===== config.mk =====
export PLATFORM = sky130hd
export DESIGN_NAME = mem_controller
export DESIGN_NICKNAME = d
export VERILOG_FILES = /design/src/rtl/mem_controller.sv
export SDC_FILE = /design/constraint.sdc
export NUM_CORES = 1
export LEC_CHECK = 0
export ABC_AREA = 1
export CORE_ASPECT_RATIO = 1.5
export CORE_MARGIN = 10
export CORE_UTILIZATION = 43
export DETAILED_ROUTE_END_ITERATION = 7
export GPL_TIMING_DRIVEN = 0
export PLACE_DENSITY_LB_ADDON = 0.08
export SLEW_MARGIN = 20
export SYNTH_ARGS = -nofsm -noshare
export SYNTH_HDL_FRONTEND = slang
export SYNTH_SLANG_ARGS = --single-unit

===== constraint.sdc =====
create_clock -name clk -period 8.7 [get_ports clk]
set_input_delay 1.74 -clock clk [delete_from_list [all_inputs] [get_ports clk]]
set_output_delay 1.74 -clock clk [all_outputs]
set_load 0.005 [all_outputs]

===== src/rtl/mem_controller.sv =====
// Byte-serial memory sequencer: splits word reads/writes into byte transfers,
// fetches opcode bytes, and returns results as one-cycle load pulses.
module mem_controller #(
  parameter int NBITS = 32,
  parameter int WORD  = 8
) (
  input  logic             clk,
  input  logic             reset,
  input  logic             req_rd,
  input  logic             req_wr,
  input  logic             req_fetch,
  input  logic [NBITS-1:0] mar,
  input  logic [NBITS-1:0] pc,
  input  logic [NBITS-1:0] wdata,
  input  logic [WORD-1:0]  mem_in,
  output logic [NBITS-1:0] mem_addr,
  output logic [WORD-1:0]  mem_out,
  output logic             we,
  output logic [NBITS-1:0] mdr_data,
  output logic             mdr_load,
  output logic [WORD-1:0]  mbr_data,
  output logic             mbr_load,
  output logic             wr_done,
  output logic             busy,
  output logic             err
);
  localparam int NB = NBITS / WORD;
  localparam int CW = $clog2(NB);
  localparam logic [CW-1:0] CNT_LAST = CW'(NB - 1);

  typedef enum logic [2:0] {IDLE, RD, RD_LAST, WR, FETCH, FETCH_LAST} state_e;

  state_e                 state_q, state_d;
  logic [CW-1:0]          cnt_q, cnt_d;
  logic                   pend_q, pend_d;
  logic [NBITS-1:0]       base_q, base_d, pc_q, pc_d, wdat_q, wdat_d;
  logic [NBITS-WORD-1:0]  asm_q;
  logic [NBITS-1:0]       addr_d;
  logic [WORD-1:0]        out_d;
  logic                   we_d;

  logic [NBITS-1:0] mem_addr_q, mdr_data_q;
  logic [WORD-1:0]  mem_out_q, mbr_data_q;
  logic             we_q, mdr_load_q, mbr_load_q, wr_done_q, busy_q, err_q;

  // Next-state decode
  always_comb begin
    state_d = state_q;
    cnt_d   = cnt_q;
    pend_d  = pend_q;
    base_d  = base_q;
    pc_d    = pc_q;
    wdat_d  = wdat_q;
    case (state_q)
      IDLE: begin
        if (req_rd || req_wr || req_fetch) begin
          base_d = mar << CW;
          pc_d   = pc;
          wdat_d = wdata;
        end
        if (req_rd ^ req_wr) begin
          state_d = req_rd ? RD : WR;
          cnt_d   = '0;
          pend_d  = req_fetch;
        end else if (req_fetch) begin
          state_d = FETCH;
        end
      end
      RD: begin
        cnt_d = cnt_q + 1'b1;
        if (cnt_q == CNT_LAST) state_d = RD_LAST;
      end
      RD_LAST: state_d = pend_q ? FETCH : IDLE;
      WR: begin
        cnt_d = cnt_q + 1'b1;
        if (cnt_q == CNT_LAST) state_d = pend_q ? FETCH : IDLE;
      end
      FETCH: state_d = FETCH_LAST;
      FETCH_LAST: begin
        pend_d  = 1'b0;
        state_d = IDLE;
      end
      default: state_d = IDLE;
    endcase
  end

  // Memory-side outputs are registered from the state being entered
  always_comb begin
    addr_d = '0;
    out_d  = '0;
    we_d   = 1'b0;
    case (state_d)
      RD: addr_d = base_d + NBITS'(cnt_d);
      WR: begin
        addr_d = base_d + NBITS'(cnt_d);
        out_d  = wdat_d[cnt_d*WORD +: WORD];
        we_d   = 1'b1;
      end
      FETCH:   addr_d = pc_d;
      default: addr_d = '0;
    endcase
  end

  always_ff @(posedge clk) begin
    if (reset) begin
      state_q    <= IDLE;
      cnt_q      <= '0;
      pend_q     <= 1'b0;
      base_q     <= '0;
      pc_q       <= '0;
      wdat_q     <= '0;
      asm_q      <= '0;
      mem_addr_q <= '0;
      mem_out_q  <= '0;
      we_q       <= 1'b0;
      mdr_data_q <= '0;
      mdr_load_q <= 1'b0;
      mbr_data_q <= '0;
      mbr_load_q <= 1'b0;
      wr_done_q  <= 1'b0;
      busy_q     <= 1'b0;
      err_q      <= 1'b0;
    end else begin
      state_q    <= state_d;
      cnt_q      <= cnt_d;
      pend_q     <= pend_d;
      base_q     <= base_d;
      pc_q       <= pc_d;
      wdat_q     <= wdat_d;
      mem_addr_q <= addr_d;
      mem_out_q  <= out_d;
      we_q       <= we_d;
      busy_q     <= (state_d != IDLE);
      mdr_load_q <= (state_q == RD_LAST);
      mbr_load_q <= (state_q == FETCH_LAST);
      wr_done_q  <= (state_q == WR) && (cnt_q == CNT_LAST);
      err_q      <= (state_q == IDLE) && req_rd && req_wr;
      // Read data lags its address by one cycle; bytes shift in low-first
      if (state_q == RD && cnt_q != '0)
        asm_q <= {mem_in, asm_q[NBITS-WORD-1:WORD]};
      if (state_q == RD_LAST)
        mdr_data_q <= {mem_in, asm_q};
      if (state_q == FETCH_LAST)
        mbr_data_q <= mem_in;
    end
  end

  assign mem_addr = mem_addr_q;
  assign mem_out  = mem_out_q;
  assign we       = we_q;
  assign mdr_data = mdr_data_q;
  assign mdr_load = mdr_load_q;
  assign mbr_data = mbr_data_q;
  assign mbr_load = mbr_load_q;
  assign wr_done  = wr_done_q;
  assign busy     = busy_q;
  assign err      = err_q;
endmodule


==> results.tsv, run 1 <==
metric	value	unit
H-tree levels	1	
FP Rows	64	
Layout area overhead	32.9	%
vias in the first global route	8497	
share of cells above drive strength 1	7.52	%
core footprint	20500	um2
router iterations before antenna repair	5	
Max Root-Sink Buffers	3	
Setup Skew	0.0154	ns
dpl ws	3.29	ns
final wirelength	29.6	mm
maximum clock rate	0.205	GHz
# clock sinks	212	
final period utilization	56.0	%
slew at the pin with the worst max-slew slack	0.658	ns
TritonCTS clock tree	done	
CTS root buffer	clkbuf_16	
clock-pin transition on the worst setup and hold timing paths	0.06	ns
Yosys warning count	0	
initial antenna violation count	5	
footprint of the multi-input gates	4010	um2
crit-path cells	clkdlybuf4s50_1 -> inv_1 -> ha_1 -> nand2_2 -> nand3_4 -> buf_12 -> buf_8 -> buf_6 -> buf_2 -> nand2_1 -> inv_1 -> ha_1 -> a21o_1 -> nand3_1 -> nor2_2 -> nand3_2 -> nor2_2 -> nand3_1 -> nand3_1 -> nand2_1	
Max FO, Critical Path	10	
Cell Int Power	1.97	mW
# DRC	0	
Flop pwr share	39.9	%
Sw Share	31.4	%
Post-Layout Inst Area	12000	um2
routed len/inst	17.4	um
synthesized area	9010	um2
die width	138	um
crit path DAT	5.25	ns
Register Area	4240	um2
Buf/Inv on CP	7	
worst vdd ir	166	uV
commonest non-fill, non-tap cell in the layout	nand2_1	
dominant synthesized flop cell	dfxtp_1	
setup slack after layout	3.82	ns
P per Cell Area	240	nW/um2
I/O pin count	195	
Worst Path Required	9.08	ns
placed inst area	11300	um2
Layout Nets	1538	
Yosys reg bits	212	
Die ar.	27300	um2
Final Hold Fails	0	
gpl congestion	0.912	
RSZ-0062 raised after global routing	no	
crit-path most repeated cell	nand3_1	
Async SR Flop Fraction	0	%
TritonCTS Buffers	21	
# fillers	2022	
combinational share of power	27.8	%
global-route wire length before repair	45.6	mm
relative slew slack	56.1	%
syn nets	1323	
setup violators final	0	
Tot Pwr	2.87	mW
Leak	5.13	nW
vias per inst	4.97	
delay-heaviest family, CP	simple AND/OR/NAND/NOR gates	
hold_ws	0.442	ns
max incr delay on CP	0.48	ns
Crit-path slowest cell	clkdlybuf4s50_1	
starting density of the core	44.0	%
sw power	901	uW
GRT overflow	0	
largest net degree at the start of global routing	15	
critical path type	in2reg	
final setup TNS	0	ns
port bufs	192	
worst min path class	reg2reg	
vias	8471	
Max Cap Violations	0	
post-synthesis sequential area ratio	47.1	%
crit path launch type	input pin	
die height	197	um
nature of the critical path endpoint	register	
Resize count post-CTS	0	
Clock Power Share	32.3	%
syn_area_per_cell	7.46	um2
number of distinct library cells after synthesis	42	
dpl hpwl	23.2	mm
Post-synth EDFFs	0	
Final min period	4.88	ns
gr usage total	20.5	%
clk_lat worst skew	0.50	ns
post-synthesis cell count	1208	
Post-DRT Antenna Nets	0	
CTS Hold Bufs	0	
initial drt markers	443	
status	completed	
Final Max Tran Viols	0	
postcts setup bufs	0	
most frequent cells in the layout	252 x nand2_1, 212 x dfxtp_1, 201 x nor2_1, 192 x clkdlybuf4s50_1, 113 x inv_1	
[synthesized netlist by cell type (2+ instances only)]
library cell	number	area, um2
nand2_1	252	946
dfxtp_1	212	4240
nor2_1	201	754
inv_1	113	424
o21ai_0	107	536
nand3_1	62	310
a21oi_1	55	275
mux2i_1	36	360
clkbuf_1	31	116
nand4_1	30	188
nand2_2	15	93.8
nor2_2	13	81.3
buf_2	12	60.1
o21ai_1	10	50.1
buf_4	6	45.0
buf_6	5	56.3
ha_1	5	62.6
nor2_4	5	56.3
nor3_1	4	20.0
a31oi_1	3	18.8
inv_2	3	11.3
nand3_2	3	30.0
a22o_1	2	17.5
buf_1	2	7.51
nand2_4	2	22.5
o211ai_1	2	15.0
o21ai_2	2	17.5
[logic make-up (layout without fill, tap and decap cells)]
| logic type | Yosys count | count (layout) | share of synthesized area (%) |
|---|---|---|---|
| buffers and inverters | 175 | 403 | 8.43 |
| adder cells (fa/ha/maj) | 6 | 6 | 0.916 |
| other | 0 | 3 | 0 |
| AO/OA/AOI/OAI | 185 | 185 | 10.9 |
| AND/OR/NAND/NOR | 594 | 594 | 28.7 |
| multiplexers | 36 | 36 | 4.00 |
| flip-flops | 212 | 212 | 47.1 |
[area by class of cell]
type / count / share of cell area [%]
clock inverter: 5 / 0.658
sequential: 212 / 35.4
timing repair buffer: 192 / 16.0
antenna: 3 / 0.0627
clock buffer: 31 / 5.20
multi-input combinational: 821 / 33.5
tap: 264 / 2.76
inverter: 117 / 3.67
buffer: 58 / 2.67
[metrics by stage]
step	util, %	cells
3_5_place_dp	55.0	1664
5_1_grt	58.4	1702
4_1_cts	58.4	1700
3_3_place_gp	55.0	1664
2_1_floorplan	-	1208
6_report	58.4	1703
[power groups by stage]
stage                     clock [mW]  sequential (mW)  combinational (mW)
after floorplan                    0             1.16               0.478
after global placement             0             1.16               0.793
after detailed placement           0             1.16               0.798
after CTS                      0.947             1.14               0.802
after global routing           0.981             1.16               0.877
final                          0.928             1.14               0.797
[registers in the layout (all words and copies together) (netlist names)]
| register | cells |
|---|---|
| base_q | 32 |
| mdr_data | 32 |
| mem_addr | 32 |
| pc_q | 32 |
| wdat_q | 32 |
| asm_q | 24 |
| mbr_data | 8 |
| mem_out | 8 |
| state_q | 3 |
| cnt_q | 2 |
| busy | 1 |
| err | 1 |
| mbr_load | 1 |
| mdr_load | 1 |
| pend_q | 1 |
| we | 1 |
| wr_done | 1 |
[path summary, 6_finish.rpt]
path / start / slack, ns / end / depth (start not counted)
setup / recovery: req_rd / 3.82 / mem_addr[31] / 20
hold reg to reg: mdr_data[5] / 0.44 / mdr_data[5] / 2
setup reg to reg: state_q[2] / 5.14 / mem_addr[24] / 16
hold / removal: mdr_data[5] / 0.44 / mdr_data[5] / 2
[layer usage]
metal / vias up / part of all wire (%) / GRT usage (%)
met5: - / 0.091 / 0
met4: 4 / 3.4 / 7.87
met3: 57 / 6.8 / 5.10
met2: 247 / 50 / 37.8
met1: 3858 / 39 / 22.0
li1: 4305 / - / -
[worst register-to-register path, stage by stage (launching register included)]
cell	delay, ns
dfxtp_1	0.36
inv_2	0.14
buf_2	0.32
a31oi_1	0.19
a21oi_2	0.51
inv_2	0.19
buf_2	0.25
ha_1	0.26
fa_1	0.46
nand2_1	0.15
nor2_2	0.06
nand2_1	0.12
nor2_1	0.11
nand3_1	0.11
nand2_1	0.06
nand3_1	0.10
nand2_1	0.05
(Power assumes the default switching activity.)
==> run 2: changes to the inputs <==
- clock period: 8.7 -> 4.6 ns (I/O delays scaled with it)
==> results of run 2 <==
The final DEF is identical to that of run 1. Status: completed.
Main changes from that run: setup slack after placement 3.29 ns -> 0.0108 ns; setup slack after layout 3.82 ns -> 0.544 ns; register-to-register setup slack 5.14 ns -> 1.04 ns; total power 2.87 mW -> 5.42 mW; worst IR drop on VDD 166 uV -> 315 uV
